`config.mk`:
```
export PLATFORM = sky130hd
export DESIGN_NAME = wakeup_bcast_arbiter
export DESIGN_NICKNAME = d
export VERILOG_FILES = /design/src/rtl/wakeup_bcast_arbiter.sv
export SDC_FILE = /design/constraint.sdc
export NUM_CORES = 1
export LEC_CHECK = 0
export CORE_MARGIN = 2
export CORE_UTILIZATION = 30
export CTS_BUF_LIST = sky130_fd_sc_hd__clkbuf_2 sky130_fd_sc_hd__clkbuf_4 sky130_fd_sc_hd__clkbuf_8
export CTS_CLUSTER_SIZE = 10
export DETAILED_ROUTE_END_ITERATION = 10
export PLACE_DENSITY_LB_ADDON = 0.05
export SYNTH_ARGS = -nofsm -noshare
export SYNTH_HDL_FRONTEND = slang
export SYNTH_SLANG_ARGS = --single-unit
```
`constraint.sdc`:
```
create_clock -name clk -period 13.75 [get_ports clk]
set_clock_uncertainty 0.1 [all_clocks]
set_input_delay 1.375 -clock clk [delete_from_list [all_inputs] [get_ports clk]]
set_output_delay 1.375 -clock clk [all_outputs]
set_load 0.02 [all_outputs]
```
`src/rtl/wakeup_bcast_arbiter.sv`:
```
`default_nettype none
// ============================================================================
// Module   : wakeup_bcast_arbiter
// Brief    : Round-robin first-fit grant of FU PRN groups onto registered
//            ready-broadcast lanes. Optional WAKEUP_ARB_STATS_EN adds
//            saturating stall_cycles / grant_count counters.
// Revision : 1.0 - initial release
// ============================================================================
module wakeup_bcast_arbiter #(
    parameter int PRN_BITS     = 6,
    parameter int FU_COUNT     = 4,
    parameter int MAX_OPERANDS = 3,
    parameter int BCAST_SLOTS  = 4
) (
    input  logic                        clk,
    input  logic                        rst,
    input  logic                        req_prn_valid [FU_COUNT][MAX_OPERANDS],
    input  logic [PRN_BITS-1:0]         req_prn       [FU_COUNT][MAX_OPERANDS],
    output logic                        req_ready     [FU_COUNT],
    output logic                        bcast_valid   [BCAST_SLOTS],
    output logic [PRN_BITS-1:0]         bcast_prn     [BCAST_SLOTS],
    output logic [$clog2(FU_COUNT)-1:0] rr_ptr
`ifdef WAKEUP_ARB_STATS_EN
    ,
    output logic [31:0]                 stall_cycles,
    output logic [31:0]                 grant_count
`endif
);

    localparam int c_PTR_W  = $clog2(FU_COUNT);
    localparam int c_SLOT_W = (BCAST_SLOTS > 1) ? $clog2(BCAST_SLOTS) : 1;
    localparam int c_SUM_W  = $clog2(BCAST_SLOTS + 1);
    localparam logic [c_PTR_W-1:0] c_LAST_FU = c_PTR_W'(FU_COUNT - 1);

    generate
        if (BCAST_SLOTS < MAX_OPERANDS) begin : g_bad_slots
            $error("wakeup_bcast_arbiter: BCAST_SLOTS must be >= MAX_OPERANDS");
        end
        if (FU_COUNT < 2) begin : g_bad_fu_count
            $error("wakeup_bcast_arbiter: FU_COUNT must be >= 2");
        end
    endgenerate

    logic [FU_COUNT-1:0]    w_req;
    logic [FU_COUNT-1:0]    w_grant;
    int                     w_cnt        [FU_COUNT];
    logic [BCAST_SLOTS-1:0] w_lane_valid;
    logic [PRN_BITS-1:0]    w_lane_prn   [BCAST_SLOTS];
    logic [c_PTR_W-1:0]     w_ptr_next;
    logic [c_SUM_W-1:0]     w_grant_prns;

    logic [c_PTR_W-1:0]     r_rr_ptr;
    logic [BCAST_SLOTS-1:0] r_bcast_valid;
    logic [PRN_BITS-1:0]    r_bcast_prn  [BCAST_SLOTS];

    always_comb begin
        for (int f = 0; f < FU_COUNT; f++) begin
            w_cnt[f] = 0;
            for (int j = 0; j < MAX_OPERANDS; j++) begin
                if (req_prn_valid[f][j]) begin
                    w_cnt[f] = w_cnt[f] + 1;
                end
            end
            w_req[f] = (w_cnt[f] != 0);
        end
    end

    // First-fit scan from rr_ptr: a group that does not fit is skipped, so a
    // smaller group further along may still use the leftover lanes.
    always_comb begin
        logic [c_PTR_W-1:0] v_idx;
        int                 v_rem;
        int                 v_fill;
        v_idx        = r_rr_ptr;
        v_rem        = BCAST_SLOTS;
        v_fill       = 0;
        w_grant      = '0;
        w_lane_valid = '0;
        w_ptr_next   = r_rr_ptr;
        for (int l = 0; l < BCAST_SLOTS; l++) begin
            w_lane_prn[l] = '0;
        end
        if (!rst) begin
            for (int k = 0; k < FU_COUNT; k++) begin
                if (w_req[v_idx] && (w_cnt[v_idx] <= v_rem)) begin
                    w_grant[v_idx] = 1'b1;
                    v_rem          = v_rem - w_cnt[v_idx];
                    w_ptr_next     = (v_idx == c_LAST_FU) ? '0 : v_idx + 1'b1;
                    for (int j = 0; j < MAX_OPERANDS; j++) begin
                        if (req_prn_valid[v_idx][j] && (v_fill < BCAST_SLOTS)) begin
                            w_lane_valid[c_SLOT_W'(v_fill)] = 1'b1;
                            w_lane_prn[c_SLOT_W'(v_fill)]   = req_prn[v_idx][j];
                            v_fill                          = v_fill + 1;
                        end
                    end
                end
                v_idx = (v_idx == c_LAST_FU) ? '0 : v_idx + 1'b1;
            end
        end
        w_grant_prns = c_SUM_W'(BCAST_SLOTS - v_rem);
    end

    always_ff @(posedge clk) begin
        if (rst) begin
            r_rr_ptr      <= '0;
            r_bcast_valid <= '0;
            for (int l = 0; l < BCAST_SLOTS; l++) begin
                r_bcast_prn[l] <= '0;
            end
        end else begin
            r_rr_ptr      <= w_ptr_next;
            r_bcast_valid <= w_lane_valid;
            r_bcast_prn   <= w_lane_prn;
        end
    end

    generate
        for (genvar f = 0; f < FU_COUNT; f++) begin : g_ready
            assign req_ready[f] = w_grant[f];
        end
        for (genvar l = 0; l < BCAST_SLOTS; l++) begin : g_lane
            assign bcast_valid[l] = r_bcast_valid[l];
            assign bcast_prn[l]   = r_bcast_prn[l];
        end
    endgenerate

    assign rr_ptr = r_rr_ptr;

`ifdef WAKEUP_ARB_STATS_EN
    logic        w_stall;
    logic [32:0] w_gc_sum;
    logic [31:0] r_stall_cycles;
    logic [31:0] r_grant_count;

    assign w_stall  = |(w_req & ~w_grant);
    assign w_gc_sum = {1'b0, r_grant_count} + 33'(w_grant_prns);

    always_ff @(posedge clk) begin
        if (rst) begin
            r_stall_cycles <= '0;
            r_grant_count  <= '0;
        end else begin
            if (w_stall && (r_stall_cycles != '1)) begin
                r_stall_cycles <= r_stall_cycles + 32'd1;
            end
            r_grant_count <= w_gc_sum[32] ? '1 : w_gc_sum[31:0];
        end
    end

    assign stall_cycles = r_stall_cycles;
    assign grant_count  = r_grant_count;
`endif

endmodule
`default_nettype wire

```
Word-level counts from Yosys, hierarchy flattened
Index checks and enable logic that the tools add are counted.

Register bits after elaboration: 30. Bits of input ports: 86. Output and inout bits: 34. Word-level logic and storage cells: 425.

$add $sub $neg: 25. Order comparisons: 71. Equal/unequal tests: 4. Muxes and demuxes: 244. Bitwise logic cells: 29. Reductions and logical operators: 46.

Operator list (number): two-way mux 32 bit (54); two-way mux 24 bit (32); adder 32 x 2 -> 32 bit, second input constant (18); less-than comparator 32 x 4 -> 1 bit, second input constant (11); bitwise mux 24 bit (11); binary-select mux 32 bit (select 2 bit) (4); two-way mux 4 bit (40); binary-select mux 18 bit (select 2 bit) (4); two-way mux 18 bit (8); demux 6 bit (select 2 bit) (11); nonzero test 32 bit (4); <= comparator 32 bit (3); two-way mux 6 bit (14); subtractor 32 bit (2); OR 4 bit (13); less-than comparator 2 x 4 -> 1 bit, second input constant (11); logical AND 1 bit (41); greater-or-equal comparator 2 x 3 -> 1 bit, second input constant (11); <= comparator 32 x 4 -> 1 bit, second input constant (1); subtractor 4 x 32 -> 32 bit, first input constant (1); demux 1 bit (select 2 bit) (15); greater-or-equal comparator 2 x 1 -> 1 bit, second input constant (15); two-way mux 1 bit (27); binary-select mux 3 bit (select 2 bit) (4); 12 further kinds (64).

Logic depth before layout (Yosys ltp)
Gate-level depths: netlist (run 1).

Depth after elaboration: 70. Gate-level depth with buffers: 51. Depth with buffers taken out: 51.

Least setup slack after synthesis (run 1)
OpenSTA, ideal clock, no wires.

Kind: register to output. Start point: reg r_rr_ptr[1] (netlist: rr_ptr[1]). End point: out req_ready[0] in the netlist's numbering. Data arrival time: 9.747 ns. Data required time: 12.275 ns. Setup slack: 2.528 ns. Stages on the path, launching flop included: 39. Cells stage by stage: dfxtp_1 -> buf_2 -> clkinv_1 -> ha_1 -> clkbuf_1 -> buf_2 -> buf_1 -> clkbuf_1 -> buf_1 -> buf_1 -> mux4_2 -> fa_1 -> a21o_1 -> a21oi_1 -> a211o_1 -> clkbuf_1 -> clkbuf_1 -> a31oi_1 -> [3 not listed] -> a21oi_1 -> o21ai_0 -> and3_1 -> clkbuf_1 -> clkbuf_1 -> clkbuf_1 -> o21ai_0 -> ha_1 -> a21o_1 -> a21oi_1 -> a31oi_1 -> nand2_1 -> a31oi_1 -> nor4_2 -> clkbuf_1 -> buf_2 -> nand2_1 -> a21oi_1.

RTL lines: start, declared (line 52) `logic [c_PTR_W-1:0] r_rr_ptr;`; start signal, assigned (line 111) `r_rr_ptr <= w_ptr_next;`; end, declared (line 19) `output logic req_ready [FU_COUNT],`.

Worst setup path in the final report (run 1)
Start point: in req_prn_valid[7] in the netlist's numbering. End point: reg r_bcast_prn, in the netlist bcast_prn[17].

Word-level cells in the longest chain between the ends: 60. Elaborated cells between the ends (all ways): 215. Classes of those cells: 13 x add/sub; 34 x order compare; 132 x mux; 10 x bitwise; 26 x reduce/logical.

Ends and longest elaborated chain: start, declared (line 17) `input logic req_prn_valid [FU_COUNT][MAX_OPERANDS],`; branches (longest 59 deep; another with adder 32 x 2 -> 32 bit); two-way mux 24 bit (*) (line 85) `if (w_req[v_idx] && (w_cnt[v_idx] <= v_rem)) begin`; end signal, assigned (line 113) `r_bcast_prn <= w_lane_prn;`; end, declared (line 54) `logic [PRN_BITS-1:0] r_bcast_prn [BCAST_SLOTS];`.

Mark *: on every way between the ends. The select of a mux whose other input is x is not followed. A chain may end at the register's enable or synchronous reset.

==> results by group, run 1 <==
Status
  – Outcome: completed

Clock network
  – # Post-CTS Setup Buffers: 0
  – H-tree depth: 2
  – CTS sink count: 30
  – CTS tree: yes
  – Clk slew on worst S/H paths: 0.08 ns
  – Clk Latency, worst-skew pair: 0.30 ns
  – Hold_buf cts: 0
  – Clock root cell: clkbuf_8
  – CTS buffer count: 5
  – Clock buffer depth: 2
  – CTS resizes: 0

Layout
  – Area growth syn-to-layout: 19.2%
  – Nets: 1253
  – Finished Layout Cells: 1481
  – Proportion of layout cells with a drive suffix above 1: 11.5%
  – Final Core Density: 36.2%
  – Fillers: 2977
  – N_diodes: 0

Floorplan
  – Cell row count: 61
  – Core area: 27600 sq um
  – DIE AREA: 29300 sq um
  – Die X: 171 um
  – Starting density of the core: 30.4%
  – IO Count: 120
  – Die height: 171 um

Synthesis
  – Top-count cell post-synth: nand2_1
  – Number of synthesized flops with an enable pin: 0
  – Synthesized Nets: 1182
  – Yosys warnings: 0
  – Unique masters post-synth: 83
  – Avg Cell Area, Syn: 8.14 sq um
  – Synth Cell Area: 8390 sq um
  – Primary FF master, synth: dfxtp_1
  – Syn Inst Count: 1031
  – FF+latch count, synth: 30
  – Seq/Total Area, Yosys: 7.15%
  – Post-synth ARST share: 0%
  – Post-synth top area share: 15.6%
  – Top cell type by total area after synthesis: mux4_2
  – Post-synth top cells: nand2_1 (106), mux2i_1 (97), o21ai_0 (64)
  – Largest cells by area after synthesis: mux4_2 (16%), mux2i_1 (12%), ha_1 (9.4%)

Place
  – RD Place Congestion: 0.943
  – Dpl hpwl: 29.2 mm
  – # port buffers: 119
  – Placed cells: 1473

Routing
  – Residual DRC: 0
  – First-pass DRT Iterations: 5
  – Initial DRC Count: 782
  – Wirelength per Cell: 24.1 um
  – Total vias in the final route: 8827
  – Antenna Nets Post-Route: 0
  – Via/cell ratio: 5.96
  – Final wirelength: 35.7 mm

GRT
  – Initial antenna violation count: 0
  – First-pass GRT wire length: 53.5 mm
  – Largest net degree at the start of global routing: 58
  – Total track usage: 24.2%
  – Vias in the first global route: 8454
  – Overflow after GRT: 0

Timing
  – Worst Max-Slew Pin Slew: 1.08 ns
  – Final Slew Violations: 0
  – Post-layout min period: 12.11 ns
  – TNS Setup: 0 ns
  – Achievable Freq: 0.0825 GHz
  – Period utilization: 88.1%
  – # setup viols final: 0
  – RSZ-0062 raised after global routing: no
  – Fin. Hold Viols: 0
  – Max_slew headroom: 27.8%
  – Hold_ws: 0.629 ns

Setup path
  – Crit path max fanout: 14
  – Worst EP required: 13.85 ns
  – Kind of critical path: input port to register
  – Critical path's slowest cell: clkdlybuf4s50_1
  – Critical path capture point type: register
  – Max incr delay on CP: 0.59 ns
  – Critical Path AT: 12.21 ns
  – Worst reg2reg path depth: 41
  – CP dominant cell by count: ha_1
  – Startpoint Class: input port
  – Reg2Reg Setup Slack: 2.81 ns

Worst hold path
  – WHS Path Cells: 2
  – Hold crit path type: register to register

Run
  – Max_cap viols: 0
[stage by stage]
step | cell area, sq um | setup slack (ns)
after floorplan | 8390 | 2.53
after global placement | 9910 | 1.87
after global routing | 10000 | 0.678
after detailed placement | 9910 | 1.52
final | 10000 | 1.64
after CTS | 10000 | 1.80
[sequential cells by signal (all words and copies together) (netlist names)]
name and cells:
bcast_prn 24, rr_ptr 2, r_bcast_valid 4
[cell type report]
type	count	area [sq um]	area share [%]
Tap cell	378	473	4.73
Inverter	47	176	1.76
Timing Repair Buffer	135	1310	13.1
Clock inverter	2	12.5	0.125
Multi-Input combinational cell	883	7350	73.4
Clock buffer	6	82.6	0.825
Sequential cell	30	602	6.01
[cells in the final DEF (no fill, tap or decap), types with 6 or more instances in the layout]
| cell | instances |
|---|---|
| o21a_1 | 13 |
| nand3_1 | 34 |
| a22o_1 | 16 |
| inv_1 | 44 |
| and3_1 | 18 |
| a21o_1 | 6 |
| dfxtp_1 | 29 |
| xnor2_1 | 6 |
| a222oi_1 | 9 |
| o21bai_1 | 6 |
| nand2b_1 | 11 |
| nand2_1 | 106 |
| xor2_1 | 7 |
| o21ai_0 | 64 |
| mux2_2 | 12 |
| clkbuf_8 | 6 |
| o2111ai_1 | 7 |
| a22oi_1 | 6 |
| a31oi_1 | 30 |
| and2_1 | 12 |
| o221ai_1 | 8 |
| or3_1 | 6 |
| clkdlybuf4s50_1 | 119 |
| buf_4 | 16 |
| a21oi_1 | 42 |
| ha_1 | 62 |
| nor2_1 | 51 |
| o22a_1 | 7 |
| a41oi_1 | 6 |
| mux2i_1 | 97 |
| a211oi_1 | 21 |
| o2bb2ai_1 | 10 |
| nand4_1 | 6 |
| o22ai_1 | 18 |
| mux4_2 | 58 |
| nor3_1 | 20 |
[worst max-delay path, delay by kind of cell]
family                   cells  cell delay [ns]
adder cells (fa/ha/maj)      9             2.47
buffers and inverters        8             1.31
AO/OA/AOI/OAI               14             3.98
XOR/XNOR                     2             0.61
multiplexers                 3             0.98
AND/OR/NAND/NOR             12             1.48
[cells by family after synthesis]
family | after synthesis | share of synthesized area, %
DFF | 30 | 7.15
adders and majority gates | 65 | 9.87
buffers and inverters | 118 | 5.65
AOI/OAI and AO/OA | 329 | 27.8
xor gates and xnor gates | 14 | 1.68
muxes | 173 | 29.9
and+or+nand+nor | 302 | 17.9
[worst paths after layout]
check                                      start            end
worst min-delay path                   rr_ptr[1]      rr_ptr[1]
worst min register to register         rr_ptr[1]      rr_ptr[1]
worst max register to register         rr_ptr[0]  bcast_prn[17]
worst max-delay path            req_prn_valid[7]  bcast_prn[17]
[routing by layer]
metal  global-route usage [%]  up-vias  share of wire (%)
li1                         -     4171                  -
met1                     36.6     4291                 49
met2                     36.9      334                 44
met3                     3.08       31                6.4
met4                     3.76        0                1.3
met5                        0        -                  0
Power of run 1 is left out: the tool's default activity adds up to more than one toggle a clock period on the data nets, which glitch-free logic cannot reach.
==> inputs of run 2 (changes only) <==
- HOLD_SLACK_MARGIN: default -> 0.03
- TNS_END_PERCENT: default -> 100
==> results of run 2 <==
No change in the layout: final DEF, timing and power equal those of run 1.
Power of run 2 is left out for the same reason.
